===== config.mk =====
export PLATFORM = sky130hd
export DESIGN_NAME = priority_encoder_4bit
export DESIGN_NICKNAME = d
export VERILOG_FILES = /design/src/rtl/priority_encoder_4bit.sv
export SDC_FILE = /design/constraint.sdc
export NUM_CORES = 1
export LEC_CHECK = 0
export ABC_CLOCK_PERIOD_IN_PS = 800
export BUFFER_PORTS_ARGS = -buffer_cell sky130_fd_sc_hd__buf_2
export CAP_MARGIN = 20
export CORE_AREA = 2 2 39 41
export DETAILED_ROUTE_END_ITERATION = 10
export DIE_AREA = 0 0 41 43
export PLACE_DENSITY = 0.35
export SETUP_SLACK_MARGIN = 0.2
export SLEW_MARGIN = 20
export SYNTH_ARGS = -nofsm -noshare
export SYNTH_HDL_FRONTEND = slang
export SYNTH_SLANG_ARGS = --single-unit
export TNS_END_PERCENT = 5

===== constraint.sdc =====
create_clock -name clk -period 0.8 [get_ports clk]
set_input_delay 0.08 -clock clk [delete_from_list [all_inputs] [get_ports clk]]
set_output_delay 0.08 -clock clk [all_outputs]
set_load 0.1 [all_outputs]

===== src/rtl/priority_encoder_4bit.sv =====
// -----------------------------------------------------------------------------
// priority_encoder_4bit
//   Picks the highest-priority set bit of a 4-bit request vector. The winner is
//   presented as a one-hot grant, as a binary index, and with a valid flag.
//   MSB_FIRST chooses which end of the vector wins. OUT_REG chooses between
//   registered outputs (1-cycle latency) and a purely combinational path.
// -----------------------------------------------------------------------------
module priority_encoder_4bit #(
  parameter bit MSB_FIRST = 1'b1,  // 1: in[3] wins, 0: in[0] wins
  parameter bit OUT_REG   = 1'b1   // 1: registered outputs, 0: combinational
) (
  input  logic       clk,
  input  logic       rst_n,
  input  logic [3:0] in,
  output logic [3:0] out,
  output logic [1:0] idx,
  output logic       valid
);

  logic [3:0] grant_d;
  logic [1:0] idx_d;
  logic       valid_d;

  // Encode the request vector into grant/index/valid for the selected priority order.
  always_comb begin
    // NOTE: every output of this block gets a default first, so no path can leave it unassigned and infer a latch.
    grant_d = 4'b0000;
    idx_d   = 2'd0;
    valid_d = |in;
    if (MSB_FIRST) begin
      priority casez (in)
        4'b1???: begin grant_d = 4'b1000; idx_d = 2'd3; end
        4'b01??: begin grant_d = 4'b0100; idx_d = 2'd2; end
        4'b001?: begin grant_d = 4'b0010; idx_d = 2'd1; end
        4'b0001: begin grant_d = 4'b0001; idx_d = 2'd0; end
        default: begin grant_d = 4'b0000; idx_d = 2'd0; end
      endcase
    end else begin
      priority casez (in)
        4'b???1: begin grant_d = 4'b0001; idx_d = 2'd0; end
        4'b??10: begin grant_d = 4'b0010; idx_d = 2'd1; end
        4'b?100: begin grant_d = 4'b0100; idx_d = 2'd2; end
        4'b1000: begin grant_d = 4'b1000; idx_d = 2'd3; end
        default: begin grant_d = 4'b0000; idx_d = 2'd0; end
      endcase
    end
  end

  if (OUT_REG) begin : g_reg
    logic [3:0] out_q;
    logic [1:0] idx_q;
    logic       valid_q;

    // Capture the encoded result on each rising edge; reset clears it at once.
    always_ff @(posedge clk or negedge rst_n) begin
      if (!rst_n) begin
        // NOTE: sequential state uses non-blocking assignments so every register samples pre-edge values.
        out_q   <= 4'b0000;
        idx_q   <= 2'd0;
        valid_q <= 1'b0;
      end else begin
        out_q   <= grant_d;
        idx_q   <= idx_d;
        valid_q <= valid_d;
      end
    end

    assign out   = out_q;
    assign idx   = idx_q;
    assign valid = valid_q;
  end else begin : g_comb
    // The clock has no job here; reset still forces the outputs to zero.
    logic unused_clk;
    assign unused_clk = clk;

    assign out   = rst_n ? grant_d : 4'b0000;
    assign idx   = rst_n ? idx_d   : 2'd0;
    assign valid = rst_n ? valid_d : 1'b0;
  end

endmodule


==> qor.yml, run 1 <==
place:
  placed_area_um2: 430
  gp_congestion: 0.605
  dp_hpwl_um: 338
  place_ws_ns: -0.0538
  portBuffers: 12
pwr:
  cellPowerDensity_nw_per_um2: 1970
  power_leakage_uw: 0.000215
  ir_drop_mv: 0.776
timing:
  setup_viol_count_final: 7
  tightest_slew_ns: 0.160
  min_period_over_period_pct: 113
  timing.fmax_mhz: 1100
  rsz0062_at_grt: "yes"
  drv_slew: 0
  fin_crit_ns: 0.905
  hold_violations: 0
  relSlewSlack_pct: 89.3
  post-route-worst-setup-slack_ns: -0.105
grt:
  grt_pass1_wl_um: 786
  grt_pass1_vias: 198
  grt_use_total_pct: 7.09
  grt_overflow: 0
  grt_max_degree: 8
  antenna_found_initial: 0
setup_path:
  required_ns: 0.72
  cp_top_family: "flip-flops"
  critPathBufInv: 1
  crit_fanout: 1
  cpPeakStageDelay_ns: 0.41
  path_cells: "buf_12"
  worst_path_max_delay_cell: "dfrtp_2"
  crit_start: "out[2]$_DFF_PN0_"
  worstSetupPathType: "flip-flop to primary output"
  worstPathArrival_ns: 0.83
  endpoint_kind: "primary output"
  cp-start-kind: "flip-flop"
synthesis:
  synth_fp_nets: 22
  synth_top_area_cell: "dfrtp_1"
  ys_ff_latch: 7
  yosys.cell_types.count: 8
  syn-instance-count: 16
  yosysTopAreaCellShare_pct: 77.8
  synth_compound_area_share_pct: 3.89
  synth-simple-area-share_pct: 13.3
  synth.area.mux_share_pct: 0
  synthXorXnorAreaFrac_pct: 0
  yosys.area_share.adder_pct: 0
  syn_avg_cell_area_um2: 14.1
  synth.area.top_cells: "dfrtp_1, a21o_2, or2_4"
  yosysWarnings: 0
  ys_seq_area_share_pct: 77.8
  syn_area_um2: 225
  synth_top_family_by_area: "simple AND/OR/NAND/NOR gates"
routing:
  vias: 173
  vias_per_cell: 3.46
  drc: 0
  drt_iter0_markers: 9
  firstDrtPassIters: 2
  wl_per_cell_um: 8.46
  antenna_left: 0
  finalWirelength_um: 423
clocking:
  clock-root-buffer: "clkbuf_4"
  path_clk_slew_ns: 0.05
  numCtsBuffers: 3
  max-clock-path-buffers: 2
  cts.htree.levels: 1
  cts_sinks: 7
  post_cts_buffers: 0
  cts_tree: "yes"
die:
  dieArea_um2: 1760
  initial_core_util_pct: 16.3
  io_pins: 13
  dieHeight_um: 43
  die_w_um: 41
  rows: 14
  coreArea_um2: 1380
min_path:
  whs_path_depth: 2
  hold_path_class: "input pin to flip-flop"
  whs_endpoint: "out[0]$_DFF_PN0_"
  hold_start: "in[1]"
status:
  status: "complete, but fails checks"
  violations: "setup timing"
finish:
  nets: 41
  drive_gt1_share_pct: 79.4
  stdcell_area_um2: 472
  area_delta_synth_final_pct: 109
  insertedDiodeCount: 0
  fillCellCount: 147
flow_run:
  cap_viol_max_count: 0
per-layer routing:
| metal | up-vias | share of wire [%] | global-route usage, % |
|---|---|---|---|
| met3 | 0 | 12 | 3.66 |
| met5 | - | 0 | 0 |
| met4 | 0 | 0 | 6.00 |
| met2 | 12 | 47 | 8.44 |
| met1 | 76 | 40 | 8.94 |
| li1 | 85 | - | - |
report_power, final:
part / internal, µW / switching [µW]
registers: 373 / 12.9
clock network: 190 / 120
logic: 87.7 / 145
worst max path at each step:
stage / end / slack (ns) / cells past startpoint
6_report: out[2] / -0.11 / 1
5_1_grt: valid / -0.14 / 1
4_1_cts: out[2] / -0.12 / 1
3_5_place_dp: valid$_DFF_PN0_ / -0.05 / 3
3_3_place_gp: valid$_DFF_PN0_ / -0.05 / 3
2_1_floorplan: valid$_DFF_PN0_ / 0.06 / 2
what timing repair did:
| action | CTS | global route |
|---|---|---|
| resized for setup | 0 | 1 |
| hold buffers | 1 | 0 |
| endpoints found under the hold margin | 7 | 0 |
| setup endpoints to repair | 7 | 8 |
state kept, by name (all words and copies together) (netlist names):
signal  count
out         4
valid       1
idx         2
through the flow:
stage | TNS [ns] | power [µW] | instances | hold slack, ns | util [%]
detailed placement | -0.0811 | 622 | 45 | -0.0783 | 31.1
global placement | -0.0568 | 621 | 45 | -0.0772 | 31.1
CTS | -0.763 | 943 | 50 | 0.0284 | 33.7
floorplan | 0 | 515 | 16 | -0.216 | -
global route | -0.943 | 991 | 50 | 0.0325 | 34.1
finish | -0.686 | 929 | 50 | 0.0329 | 34.1
final cells by class:
type / count / area, µm² / area share [%]
Multi-Input combinational cell: 6 / 43.8 / 9.28
Timing Repair Buffer: 15 / 190 / 40.3
Sequential cell: 7 / 184 / 39.0
Inverter: 2 / 7.51 / 1.59
Tap cell: 16 / 20.0 / 4.24
Clock buffer: 4 / 26.3 / 5.57
layout by cell type (no fill, tap or decap), drive strengths merged:
master / synthesis / final
nor2: 2 / 2
nor3b: 1 / 1
inv: 2 / 2
dlygate4sd3: 0 / 1
buf: 0 / 14
or2: 1 / 1
or3: 1 / 1
dfrtp: 7 / 7
a21o: 1 / 1
clkbuf: 1 / 4
Yosys cell counts:
master / instances
nor2_1: 2
or2_4: 1
clkbuf_1: 1
or3_1: 1
nor3b_1: 1
dfrtp_1: 7
a21o_2: 1
inv_1: 2
logic make-up (layout without fill, tap and decap cells):
kind of cell / count (synthesis) / in the layout
AND/OR/NAND/NOR: 5 / 5
AO/OA/AOI/OAI: 1 / 1
buffers and inverters: 3 / 21
flip-flops: 7 / 7
Power figures use the tool's default switching activity.
==> run 2: changes to the inputs <==
CTS_BUF_LIST = sky130_fd_sc_hd__clkbuf_8   (was unset)
==> qor.yml, run 2 (synthesis gave the netlist of run 1 again) <==
status:
  status: "complete, but fails checks"
  violations: "setup timing"
timing:
  relSlewSlack_pct: 89.2  # -0.16 points
  timing.fmax_mhz: 1140  # +2.9%
  min_period_over_period_pct: 110  # -3.1 points
  hold_violations: 0  # unchanged
  drv_slew: 0  # unchanged
  fin_crit_ns: 0.880  # -0.0251 ns
  rsz0062_at_grt: "yes"
  post-route-worst-setup-slack_ns: -0.0804  # +0.0251 ns
  hold-worst-slack_ns: 0.0549  # +0.0220 ns
  setup_viol_count_final: 7  # unchanged
  tightest_slew_ns: 0.162  # +0.00240 ns
clocking:
  numCtsBuffers: 3  # unchanged
  path_clk_slew_ns: 0.04  # about the same
  clock-root-buffer: "clkbuf_8"
  cts_sinks: 7  # unchanged
  cts.htree.levels: 1  # unchanged
  cts_tree: "yes"
  max-clock-path-buffers: 2  # unchanged
place:
  gp_congestion: 0.605  # unchanged
  placed_area_um2: 430  # unchanged
  placed_cells: 45  # unchanged
  portBuffers: 12  # unchanged
  dp_hpwl_um: 338  # unchanged
flow_run:
  cap_viol_max_count: 0  # unchanged
routing:
  wl_per_cell_um: 9.26  # +9.5%
  firstDrtPassIters: 1  # -1
  vias: 177  # +2.3%
  antenna_left: 0  # unchanged
  drc: 0  # unchanged
  vias_per_cell: 3.54  # +2.3%
  finalWirelength_um: 463  # +9.5%
  drt_iter0_markers: 0  # -9
setup_path:
  required_ns: 0.72  # about the same
  endpoint_kind: "primary output"
  cp_top_family: "flip-flops"
  path_depth: 1  # unchanged
  worstSetupPathType: "flip-flop to primary output"
  crit_start: "out[2]$_DFF_PN0_"
  worst_path_max_delay_cell: "dfrtp_2"
  cp-start-kind: "flip-flop"
  crit_path_end: "out[2]"
  cpPeakStageDelay_ns: 0.41  # about the same
  worstPathArrival_ns: 0.80  # -0.03 ns
  path_cells: "buf_12"
  crit_fanout: 1  # unchanged
  critPathBufInv: 1  # unchanged
die:
  initial_core_util_pct: 16.3  # unchanged
  dieArea_um2: 1760  # unchanged
  io_pins: 13  # unchanged
  die_w_um: 41  # unchanged
  rows: 14  # unchanged
  dieHeight_um: 43  # unchanged
  coreArea_um2: 1380  # unchanged
finish:
  insertedDiodeCount: 0  # unchanged
  fin_util_pct: 36.3  # +2.3 points
  area_delta_synth_final_pct: 123
  stdcell_area_um2: 503  # +6.6%
  nets: 41  # unchanged
  drive_gt1_share_pct: 79.4  # unchanged
  final_cell_mix: "dfrtp_2, buf_12, inv_1, clkbuf_8, buf_2"
  finalNonFillerCells: 50  # unchanged
  largest_register_ffs: 4  # unchanged
min_path:
  hold_start: "in[1]"
  hold_path_class: "input pin to flip-flop"
grt:
  grt_pass1_wl_um: 814  # +3.6%
  grt_max_degree: 8  # unchanged
  antenna_found_initial: 0  # unchanged
  grt_pass1_vias: 199  # +0.51%
  grt_overflow: 0  # unchanged
  grt_use_total_pct: 7.29  # +0.20 points
pwr:
  cellPowerDensity_nw_per_um2: 2190  # +11%
  ir_drop_mv: 0.987  # +27%
  p_total_uw: 1100  # +18%
  power_leakage_uw: 0.000231  # +7.5%
[run 2: cell types whose count changed in the layout (fill, tap and decap cells not counted), sizes merged]
cell,before,now
inv,2,3
clkbuf,4,3
[run 2: report_power, final]
| group | leakage, µW | internal, µW | total, µW | switching [µW] |
|---|---|---|---|---|
| sequential | 0.0000748 | 374 | 387 | 12.9 |
| clock | 0.0000269 | 331 | 472 | 141 |
| combinational | 0.000129 | 93.6 | 240 | 146 |
| total | 0.000231 | 799 | 1100 | 300 |
[run 2: layout make-up]
cell class                      instances  area (µm²)
Tap cell                               16        20.0
Timing Repair Buffer                   15         203
Clock inverter                          1        3.75
Inverter                                2        7.51
Clock buffer                            3        41.3
Multi-Input combinational cell          6        43.8
Sequential cell                         7         184
Fill cell                             141         881
[run 2: through the flow]
step,setup WS [ns],setup TNS (ns)
4_1_cts,-0.0877,-0.569
6_report,-0.0804,-0.514
3_3_place_gp,-0.0461,-0.0568
5_1_grt,-0.0991,-0.656
3_5_place_dp,-0.0538,-0.0811
2_1_floorplan,0.0612,0
[run 2: routing by layer]
layer  vias to the layer above  wire, µm  GRT usage [%]  share of wire [%]
li1                         85         -              -                  -
met1                        80       189           8.94                 41
met2                        12       220           9.06                 48
met3                         0        53           3.66                 11
met4                         0         0           6.00                  0
met5                         -         0              0                  0
[run 2: timing repair]
action | 4_1_cts | 5_1_grt
setup buffers | 0 | 0
hold buffers | 1 | 0
setup endpoints to repair | 8 | 9
pin swaps | 2 | 2
hold endpoints to repair | 7 | 0
resized for setup | 1 | 2
[run 2: worst min-delay path by stage]
stage	depth (start not counted)	endpoint	slack (ns)
finish	2	out[0]$_DFF_PN0_	0.05
global route	2	out[3]$_DFF_PN0_	0.07
floorplan	0	idx[0]$_DFF_PN0_	-0.22
detailed placement	1	out[0]$_DFF_PN0_	-0.08
global placement	1	out[0]$_DFF_PN0_	-0.08
CTS	2	out[0]$_DFF_PN0_	0.05
